$ cat src/rtl/ddram_rom_pkg.sv
// Shared types and constants for the DDR3 ROM responder port.
package ddram_rom_pkg;

    typedef enum logic [1:0] {
        S_IDLE,
        S_WR,
        S_RD,
        S_RDWAIT
    } state_t;

    localparam int unsigned DDR_WORD_W   = 64;
    localparam logic [7:0]  BURST_ONE    = 8'd1;
    localparam logic [28:0] DEFAULT_BASE = 29'h0600_0000;

endpackage

$ cat src/rtl/ddram_rom_port.sv
// Toggle req/ack ROM port onto DDR3 Avalon-MM: 16-bit ROM-load writes, 64-bit fetches
// with a single-word read cache. One outstanding DDR3 transaction at a time.
module ddram_rom_port
    import ddram_rom_pkg::*;
#(
    parameter int unsigned ADDR_W = 25,
    parameter logic [28:0] BASE   = DEFAULT_BASE
) (
    input  logic                  clk,
    input  logic                  reset,
    input  logic [ADDR_W-1:0]     wraddr,
    input  logic [15:0]           din,
    input  logic                  we_req,
    output logic                  we_ack,
    input  logic [ADDR_W-1:0]     rdaddr,
    output logic [DDR_WORD_W-1:0] dout,
    input  logic                  rd_req,
    output logic                  rd_ack,
    input  logic                  DDRAM_BUSY,
    output logic [7:0]            DDRAM_BURSTCNT,
    output logic [28:0]           DDRAM_ADDR,
    input  logic [DDR_WORD_W-1:0] DDRAM_DOUT,
    input  logic                  DDRAM_DOUT_READY,
    output logic                  DDRAM_RD,
    output logic [DDR_WORD_W-1:0] DDRAM_DIN,
    output logic [7:0]            DDRAM_BE,
    output logic                  DDRAM_WE
);

    localparam int unsigned TAG_W = ADDR_W - 3;

    state_t                  state_q;
    logic                    we_ack_q, rd_ack_q;
    logic                    we_tgl_q, rd_tgl_q;
    logic [DDR_WORD_W-1:0]   dout_q, cache_q, din_q;
    logic [TAG_W-1:0]        tag_q, wr_tag_q, rd_tag_q;
    logic                    cache_valid_q, drain_q;
    logic                    rd_q, we_q;
    logic [28:0]             addr_q;
    logic [7:0]              be_q;

    logic [TAG_W-1:0]        wr_word, rd_word;
    logic                    wr_pend, rd_pend, hit;
    logic                    unused_addr_bits;

    assign wr_word = wraddr[ADDR_W-1:3];
    assign rd_word = rdaddr[ADDR_W-1:3];
    assign wr_pend = we_req != we_ack_q;
    assign rd_pend = rd_req != rd_ack_q;
    assign hit     = cache_valid_q && (tag_q == rd_word);
    assign unused_addr_bits = ^{wraddr[0], rdaddr[2:0]};

    always_ff @(posedge clk) begin
        if (reset) begin
            state_q       <= S_IDLE;
            we_ack_q      <= 1'b0;
            rd_ack_q      <= 1'b0;
            we_tgl_q      <= 1'b0;
            rd_tgl_q      <= 1'b0;
            dout_q        <= '0;
            cache_q       <= '0;
            din_q         <= '0;
            tag_q         <= '0;
            wr_tag_q      <= '0;
            rd_tag_q      <= '0;
            cache_valid_q <= 1'b0;
            rd_q          <= 1'b0;
            we_q          <= 1'b0;
            addr_q        <= BASE;
            be_q          <= '0;
            // A read already accepted by DDR3 will still return a beat; swallow it later.
            drain_q       <= ((state_q == S_RD) && !DDRAM_BUSY)
                          || ((state_q == S_RDWAIT) && !DDRAM_DOUT_READY)
                          || (drain_q && !DDRAM_DOUT_READY);
        end else begin
            if (drain_q && DDRAM_DOUT_READY)
                drain_q <= 1'b0;

            case (state_q)
                S_IDLE: begin
                    if (wr_pend) begin
                        we_tgl_q <= we_req;
                        wr_tag_q <= wr_word;
                        we_q     <= 1'b1;
                        addr_q   <= BASE + 29'(wr_word);
                        din_q    <= {4{din}};
                        be_q     <= 8'b0000_0011 << {wraddr[2:1], 1'b0};
                        state_q  <= S_WR;
                    end else if (rd_pend) begin
                        if (hit) begin
                            dout_q   <= cache_q;
                            rd_ack_q <= rd_req;
                        end else if (!drain_q) begin
                            rd_tgl_q <= rd_req;
                            rd_tag_q <= rd_word;
                            rd_q     <= 1'b1;
                            addr_q   <= BASE + 29'(rd_word);
                            state_q  <= S_RD;
                        end
                    end
                end
                S_WR: begin
                    if (!DDRAM_BUSY) begin
                        we_q     <= 1'b0;
                        we_ack_q <= we_tgl_q;
                        if (tag_q == wr_tag_q)
                            cache_valid_q <= 1'b0;
                        state_q  <= S_IDLE;
                    end
                end
                S_RD: begin
                    if (!DDRAM_BUSY) begin
                        rd_q    <= 1'b0;
                        state_q <= S_RDWAIT;
                    end
                end
                S_RDWAIT: begin
                    if (DDRAM_DOUT_READY) begin
                        dout_q        <= DDRAM_DOUT;
                        cache_q       <= DDRAM_DOUT;
                        tag_q         <= rd_tag_q;
                        cache_valid_q <= 1'b1;
                        rd_ack_q      <= rd_tgl_q;
                        state_q       <= S_IDLE;
                    end
                end
                default: state_q <= S_IDLE;
            endcase
        end
    end

    assign we_ack         = we_ack_q;
    assign rd_ack         = rd_ack_q;
    assign dout           = dout_q;
    assign DDRAM_BURSTCNT = BURST_ONE;
    assign DDRAM_ADDR     = addr_q;
    assign DDRAM_RD       = rd_q;
    assign DDRAM_WE       = we_q;
    assign DDRAM_DIN      = din_q;
    assign DDRAM_BE       = be_q;

endmodule

$ cat config.mk
export PLATFORM = sky130hd
export DESIGN_NAME = ddram_rom_port
export DESIGN_NICKNAME = d
export VERILOG_FILES = /design/src/rtl/ddram_rom_pkg.sv /design/src/rtl/ddram_rom_port.sv
export SDC_FILE = /design/constraint.sdc
export NUM_CORES = 1
export LEC_CHECK = 0
export CAP_MARGIN = 20
export CORE_UTILIZATION = 49
export CTS_CLUSTER_DIAMETER = 80
export DETAILED_ROUTE_END_ITERATION = 10
export PLACE_DENSITY = 0.81
export SLEW_MARGIN = 30
export SYNTH_ARGS = -nofsm -noshare
export SYNTH_HDL_FRONTEND = slang
export SYNTH_SLANG_ARGS = --single-unit
$ cat constraint.sdc
create_clock -name clk -period 2.6 [get_ports clk]
set_input_delay 0.39 -clock clk [delete_from_list [all_inputs] [get_ports clk]]
set_output_delay 0.39 -clock clk [all_outputs]
set_load 0.05 [all_outputs]
==> reports/results.tsv, run 1 <==
metric	value	unit
status	finished clean	
slowest stage delay, CP	0.88	ns
placed instance count	1847	
clock-pin slew on the worst setup and hold paths	0.06	ns
Max IR drop VDD	0.442	mV
largest family of logic cells by synthesized area	simple AND/OR/NAND/NOR gates	
Die H	154	um
syn avg cell area	8.24	um^2
Worst Reg-to-Reg Cells	8	
CP bufs+invs	1	
area occupied by multi-input gates	0.00557	mm^2
post-layout min period	2.24	ns
Synthesis Warnings	0	
Max Cap Violations	0	
leading cell type in the layout, fill and taps excluded	nand2_1	
Clk Latency, worst-skew pair	0.52	ns
post-synthesis sequential area ratio	43.4	%
initial antenna violation count	0	
Crit Reg-Reg Endpoint	dout[47]	
kind of end point of the critical path	primary output	
hold path depth	2	
vias per cell	5.37	
share of cells above drive strength 1	11.8	%
R2R Path Start	we_ack	
worst slew pin tran	0.715	ns
first-pass GRT wire length	50000	um
Post-CTS Resized	0	
Syn-to-layout area delta	33.3	%
largest net degree at the start of global routing	126	
Synth async-reset ratio	0	%
Slew HR	52.3	%
First-pass DRT Iterations	5	
post-synth design cell area	0.0114	mm^2
# port buffers	293	
Hold Buf Count CTS	0	
Row Count	55	
Final Max Tran Viols	0	
starting density of the core	50.1	%
delay-heaviest family, CP	buffers and inverters	
Max Clk Rate	446	MHz
Routed Antenna Nets	0	
cells after synthesis	1380	
CTS H-Tree Depth	1	
hold_ws	0.274	ns
Pwr Total	0.00966	W
routability cong.	0.793	
EDFF count, synth	1	
HP Class	primary input to flop	
unique cell type count in the Yosys netlist	43	
fin nets	1726	
CP Data Required Time	2.21	ns
sequential cell area	0.00494	mm^2
worst clock skew	0.0132	ns
Remaining DRCs	0	
CTS tree	built	
Crit-path slowest cell	clkdlybuf4s50_1	
total gr overflow	0	
crit path cell chain	clkdlybuf4s50_1	
clock sinks	246	
Crit Path Max Fanout	5	
#FFs+latches synth	246	
final setup vio count	0	
CP startpoint kind	flop	
Tot GR Track Use	25.6	%
vias in the first global route	9662	
die area	0.0238	mm^2
die width	154	um
fill count	1825	
Setup CP Type	flop to primary output	
HP Start	reset	
adder-cell share of the synthesized area	0	%
simple-gate share of the synthesized area	22.3	%
total negative slack	0	ns
Crit path arrival time	1.85	ns
multiplexer area fraction after synthesis	10.1	%
clock root buffer	clkbuf_16	
compound-cell area share of the yosys netlist	12.0	%
IO Pins	313	
antenna cells	0	
fraction of synthesized cell area in xor and xnor cells	3.61	%
vias	10200	
TritonCTS Buffers	26	
Period Utilization, post-route	86.3	%
Hold EP	state_q[1]	
CTS max path bufs	3	
postcts setup bufs	0	
Initial DRC Count	625	
dpl hpwl	20400	um
Finished Layout Cells	1891	
RSZ-0062 raised after global routing	no	
Fin. Hold Viols	0	
Pleak	5.65	nW
most frequent cells in the layout	nand2_1, clkdlybuf4s50_1, dfxtp_1	
total wire length	31400	um
PD cells	637	mW/mm^2
main flop type after synthesis	dfxtp_1	
flop-to-flop setup slack	0.42	ns
Core Area	0.0227	mm^2
Avg WL per Cell	16.6	um
## sequential cells by signal, indices dropped and copies added (netlist names), 4 cells and up
| signal | flops |
|---|---|
| rd_tag_q | 22 |
| DDRAM_DIN | 16 |
| DDRAM_BE | 4 |
| DDRAM_ADDR | 22 |
| dout | 64 |
| tag_q | 22 |
| cache_q | 64 |
| wr_tag_q | 22 |
## layer usage
| layer | global-route usage [%] | routed length, um | up-vias |
|---|---|---|---|
| met3 | 4.37 | 2040 | 51 |
| met2 | 43.8 | 15100 | 357 |
| met4 | 7.40 | 682 | 0 |
| li1 | - | - | 4902 |
| met5 | 0 | 0 | - |
| met1 | 33.0 | 13500 | 4848 |
## through the flow
stage	cell area, um^2	utilization (%)	setup slack, ns
global placement	14300	62.9	-0.0511
CTS	15200	66.8	0.336
detailed placement	14300	62.9	-0.103
global route	15200	66.8	0.284
finish	15200	66.8	0.356
floorplan	11400	-	0.466
## cells in the mapped netlist, types with 2 or more instances
cell / n / area share, %
nand3_1: 68 / 3.0
xnor2_1: 26 / 2.0
nor2_1: 49 / 1.6
nand2b_1: 5 / 0.27
xor2_1: 19 / 1.5
buf_1: 7 / 0.23
mux2_2: 16 / 1.6
a21oi_1: 203 / 8.9
nand4_1: 6 / 0.33
conb_1: 2 / 0.066
buf_2: 3 / 0.13
buf_4: 70 / 4.6
nand2_1: 372 / 12
dfxtp_1: 245 / 43
nor3_1: 5 / 0.22
mux2i_1: 23 / 2.0
o21ai_0: 5 / 0.22
buf_6: 7 / 0.69
nand3b_1: 3 / 0.20
o221a_1: 2 / 0.20
mux2_4: 49 / 6.5
nor4_1: 5 / 0.27
inv_1: 2 / 0.066
nor2b_1: 65 / 3.6
clkbuf_1: 86 / 2.8
o221a_2: 20 / 2.0
## worst max path at each step
stage	endpoint	cells past startpoint	from
after floorplan	dout[12]	7	we_ack
after global placement	rd_tag_q[10]	7	rdaddr[4]
after detailed placement	DDRAM_ADDR[12]	8	rdaddr[6]
after CTS	we_ack	1	we_ack
after global routing	dout[35]	8	we_ack
final	we_ack	1	we_ack
## cells by family (layout without fill, tap and decap cells)
kind of cell	Yosys count	count (layout)
xor gates and xnor gates	46	46
buffers and inverters	175	388
muxes	88	88
other	2	15
AOI/OAI and AO/OA	238	238
and+or+nand+nor	585	585
DFF	246	246
## report_power, final
group / total (W) / switching, W / internal (W)
combinational: 0.00187 / 0.00118 / 0.000688
clock: 0.00376 / 0.00148 / 0.00228
sequential: 0.00403 / 0.000106 / 0.00392
## cell type report
cell class              count  area share (%)
multi-input cells         972            36.7
well taps                 285            2.35
repair buffers            342            22.6
clock buffers              37            5.17
flip-flops and latches    246            32.6
clock inverters             7           0.561
inverters                   2          0.0495
## worst register-to-register path, stage by stage, from the launching register on
cell	delay (ns)
dfxtp_1	0.45
xnor2_2	0.17
nand3b_1	0.15
buf_4	0.16
nor4_1	0.30
buf_4	0.18
a21oi_4	0.09
buf_12	0.23
mux2_4	0.33
(Power assumes the default switching activity.)
==> run 2, diff against run 1 <==
--- a/config.mk
+++ b/config.mk
@@ -5,12 +5,12 @@
 export SDC_FILE = /design/constraint.sdc
 export NUM_CORES = 1
 export LEC_CHECK = 0
-export CAP_MARGIN = 20
+export CAP_MARGIN = 10
 export CORE_UTILIZATION = 49
 export CTS_CLUSTER_DIAMETER = 80
 export DETAILED_ROUTE_END_ITERATION = 10
 export PLACE_DENSITY = 0.81
-export SLEW_MARGIN = 30
+export SLEW_MARGIN = 20
 export SYNTH_ARGS = -nofsm -noshare
 export SYNTH_HDL_FRONTEND = slang
 export SYNTH_SLANG_ARGS = --single-unit
==> reports/results.tsv, run 2 (synthesis gave the netlist of run 1 again) <==
metric	value	unit
Avg WL per Cell	16.5	um
postcts setup bufs	0	
vias per cell	5.29	
TritonCTS Buffers	26	
crit path cell chain	clkdlybuf4s50_1	
slowest stage delay, CP	0.89	ns
Max Clk Rate	447	MHz
fin nets	1726	
Final Util	66.8	%
worst clock skew	0.0117	ns
First-pass DRT Iterations	5	
IO Pins	313	
PD cells	637	mW/mm^2
Crit path depth	1	
clock sinks	246	
Tot GR Track Use	25.3	%
Worst Reg-to-Reg Cells	7	
final worst setup slack	0.364	ns
CP Capture Point	we_ack	
Slew HR	51.6	%
Crit path arrival time	1.85	ns
routability cong.	0.793	
antenna cells	0	
dpl hpwl	20400	um
Clk Latency, worst-skew pair	0.52	ns
Fin. Hold Viols	0	
share of cells above drive strength 1	11.8	%
flop-to-flop setup slack	0.42	ns
RSZ-0062 raised after global routing	no	
Initial DRC Count	584	
CTS max path bufs	3	
Syn-to-layout area delta	33.4	%
die width	154	um
Pleak	5.65	nW
Routed Antenna Nets	0	
Worst Setup SP	we_ack	
Sw Share	28.7	%
Setup CP Type	flop to primary output	
Max Cap Violations	0	
HP Class	primary input to flop	
Pint	0.00690	W
starting density of the core	50.1	%
vias in the first global route	9615	
dpl ws	-0.156	ns
Pwr Total	0.00967	W
Max IR drop VDD	0.404	mV
die area	0.0238	mm^2
CTS tree	built	
clock power share	39.0	%
Remaining DRCs	0	
Post-CTS Resized	0	
clock-pin slew on the worst setup and hold paths	0.06	ns
clock root buffer	clkbuf_16	
Hold Buf Count CTS	0	
kind of end point of the critical path	primary output	
Die H	154	um
Core Area	0.0227	mm^2
Switch Pwr	0.00277	W
fill count	1809	
initial antenna violation count	0	
most frequent cells in the layout	nand2_1, clkdlybuf4s50_1, dfxtp_1	
Comb power frac	19.4	%
total wire length	31200	um
CP startpoint kind	flop	
CTS H-Tree Depth	1	
largest net degree at the start of global routing	126	
Crit Path Max Fanout	5	
status	finished clean	
worst slew pin tran	0.726	ns
first-pass GRT wire length	49500	um
Period Utilization, post-route	86.0	%
leading cell type in the layout, fill and taps excluded	nand2_1	
Crit-path slowest cell	clkdlybuf4s50_1	
final setup vio count	0	
sequential power share	41.6	%
total gr overflow	0	
CP bufs+invs	1	
vias	10000	
# port buffers	293	
Row Count	55	
delay-heaviest family, CP	buffers and inverters	
R2R Path Start	tag_q[5]	
Final Max Tran Viols	0	
Crit Reg-Reg Endpoint	DDRAM_ADDR[12]	
post-layout min period	2.24	ns
CP Data Required Time	2.21	ns
## run 2: layer usage
metal,track usage (%),share of wire (%),vias to the layer above
li1,-,-,4900
met1,32.5,43,4755
met2,44.3,49,316
met3,4.12,6.4,46
met4,6.51,2.2,0
met5,0,0,-
## run 2: worst min path at each step
stage	start	end	slack (ns)	cells past startpoint
6_report	reset	cache_q[32]	0.27	2
3_3_place_gp	rd_tag_q[1]	tag_q[1]	0.44	2
3_5_place_dp	rd_tag_q[11]	tag_q[11]	0.44	2
2_1_floorplan	rd_tag_q[0]	tag_q[0]	0.43	2
5_1_grt	reset	cache_q[36]	0.27	2
4_1_cts	reset	cache_q[32]	0.26	2
## run 2: power by group through the flow
| stage | clock [W] | sequential [W] | combinational, W |
|---|---|---|---|
| global placement | 0 | 0.00410 | 0.00184 |
| detailed placement | 0 | 0.00410 | 0.00186 |
| floorplan | 0 | 0.00435 | 0.000946 |
| finish | 0.00377 | 0.00403 | 0.00188 |
| CTS | 0.00382 | 0.00403 | 0.00187 |
| global route | 0.00399 | 0.00404 | 0.00197 |
## run 2: through the flow
stage               std cells  setup TNS (ns)  cell area, um^2  hold slack (ns)
finish                   1892               0            15200            0.273
global route             1892               0            15200            0.270
CTS                      1891               0            15200            0.260
detailed placement       1846           -4.55            14300            0.445
global placement         1846           -1.51            14300            0.438
floorplan                1393               0            11400            0.432
## run 2: area by class of cell
cell class              instances  area, um^2  area share, %
clock buffers                  39         792           5.22
clock inverters                 6        82.6          0.544
inverters                       2        7.51         0.0495
multi-input cells             972        5570           36.7
flip-flops and latches        246        4940           32.5
well taps                     285         357           2.35
repair buffers                342        3440           22.6
==> run 3, diff against run 2 <==
--- a/config.mk
+++ b/config.mk
@@ -5,7 +5,7 @@
 export SDC_FILE = /design/constraint.sdc
 export NUM_CORES = 1
 export LEC_CHECK = 0
-export CAP_MARGIN = 10
+export CAP_MARGIN = 30
 export CORE_UTILIZATION = 49
 export CTS_CLUSTER_DIAMETER = 80
 export DETAILED_ROUTE_END_ITERATION = 10
==> reports/results.tsv, run 3 (synthesis gave the netlist of run 1 again) <==
metric	value	unit
status	finished clean	
hold path depth	2	
Die H	154	um
postcts setup bufs	0	
Comb power frac	19.0	%
First-pass DRT Iterations	5	
Initial DRC Count	607	
total wire length	31200	um
dpl hpwl	20400	um
Syn-to-layout area delta	34.0	%
CP Data Required Time	2.21	ns
Setup CP Type	flop to primary output	
largest net degree at the start of global routing	126	
Pint	0.00705	W
Pwr Total	0.00988	W
Clk Latency, worst-skew pair	0.53	ns
clock-pin slew on the worst setup and hold paths	0.06	ns
IO Pins	313	
# port buffers	293	
RSZ-0062 raised after global routing	no	
worst slew pin tran	0.715	ns
dpl ws	-0.0829	ns
flop-to-flop setup slack	0.45	ns
TritonCTS Buffers	27	
crit path cell chain	clkdlybuf4s50_1	
sequential power share	40.7	%
fill count	1791	
Hold EP	cache_q[32]	
starting density of the core	50.1	%
area occupied by multi-input gates	0.00557	mm^2
post-layout min period	2.24	ns
Crit Reg-Reg Endpoint	DDRAM_ADDR[12]	
CTS H-Tree Depth	1	
Crit-path slowest cell	clkdlybuf4s50_1	
CP bufs+invs	1	
Fin. Hold Viols	0	
final worst setup slack	0.355	ns
vias	10100	
HP Start	reset	
Slew HR	52.3	%
clock sinks	246	
Hold Buf Count CTS	0	
final setup vio count	0	
initial antenna violation count	1	
total gr overflow	0	
leading cell type in the layout, fill and taps excluded	nand2_1	
CTS tree	built	
Max IR drop VDD	0.420	mV
PD cells	648	mW/mm^2
CTS max path bufs	3	
vias per cell	5.33	
clock root buffer	clkbuf_16	
Tot GR Track Use	25.5	%
clock power share	40.3	%
CP startpoint kind	flop	
most frequent cells in the layout	nand2_1, clkdlybuf4s50_1, dfxtp_1	
Avg WL per Cell	16.5	um
Final Max Tran Viols	0	
vias in the first global route	9763	
kind of end point of the critical path	primary output	
first-pass GRT wire length	49800	um
share of cells above drive strength 1	12.1	%
Period Utilization, post-route	86.3	%
die width	154	um
Max Cap Violations	0	
Row Count	55	
fin nets	1727	
placed instance count	1847	
Sw Share	28.6	%
slowest stage delay, CP	0.88	ns
worst clock skew	0.0120	ns
Core Area	0.0227	mm^2
Remaining DRCs	0	
die area	0.0238	mm^2
Post-CTS Resized	0	
Crit path arrival time	1.85	ns
Routed Antenna Nets	0	
Worst Reg-to-Reg Cells	7	
Pleak	5.67	nW
routability cong.	0.793	
delay-heaviest family, CP	buffers and inverters	
Crit Path Max Fanout	5	
Max Clk Rate	445	MHz
Switch Pwr	0.00283	W
Finished Layout Cells	1896	
sequential cell area	0.00494	mm^2
HP Class	primary input to flop	
hold_ws	0.265	ns
R2R Path Start	tag_q[3]	
## run 3: cell types whose count changed in the layout (fill, tap and decap cells not counted), moves of 2 or more
cell and delta:
clkbuf_1 -3, bufinv_16 +2, clkinv_4 +2, clkinv_2 +2
## run 3: worst reg2reg max path: cells and delay by family (launching register included)
| family | cells | cell delay, ns |
|---|---|---|
| simple gates | 2 | 0.71 |
| flops | 1 | 0.39 |
| buf+inv | 2 | 0.39 |
| compound gates | 2 | 0.38 |
| xor+xnor | 1 | 0.17 |
## run 3: stage by stage
| stage | instance area (um^2) | util, % | setup TNS [ns] |
|---|---|---|---|
| after floorplan | 11400 | - | 0 |
| after global placement | 14300 | 62.9 | -1.51 |
| after detailed placement | 14300 | 63.0 | -2.21 |
| after CTS | 15200 | 67.1 | 0 |
| after global routing | 15200 | 67.1 | 0 |
| final | 15200 | 67.1 | 0 |
## run 3: worst max-delay path by stage
stage / startpoint / to / slack (ns) / depth (start not counted)
3_5_place_dp: rdaddr[22] / DDRAM_ADDR[12] / -0.08 / 8
6_report: we_ack / we_ack / 0.36 / 1
4_1_cts: we_ack / we_ack / 0.34 / 1
2_1_floorplan: we_ack / dout[12] / 0.47 / 7
3_3_place_gp: rdaddr[4] / rd_tag_q[10] / -0.05 / 7
5_1_grt: we_ack / we_ack / 0.31 / 1
## run 3: power groups by stage
| stage | registers (W) | logic, W | clock network (W) |
|---|---|---|---|
| finish | 0.00402 | 0.00188 | 0.00398 |
| global route | 0.00404 | 0.00197 | 0.00420 |
| CTS | 0.00402 | 0.00187 | 0.00402 |
| detailed placement | 0.00410 | 0.00187 | 0 |
| global placement | 0.00410 | 0.00184 | 0 |
| floorplan | 0.00435 | 0.000946 | 0 |
## run 3: layer usage
metal / share of wire, % / vias to the layer above / track usage (%)
li1: - / 4907 / -
met1: 44 / 4807 / 33.0
met2: 48 / 343 / 43.2
met3: 6.3 / 45 / 4.62
met4: 1.8 / 0 / 7.59
met5: 0 / - / 0
## run 3: area by class of cell
cell class,instances,area share [%]
diodes,1,0.0164
clock buffers,35,4.96
clock inverters,13,1.17
inverters,2,0.0493
multi-input cells,972,36.5
flip-flops and latches,246,32.4
well taps,285,2.34
repair buffers,342,22.5
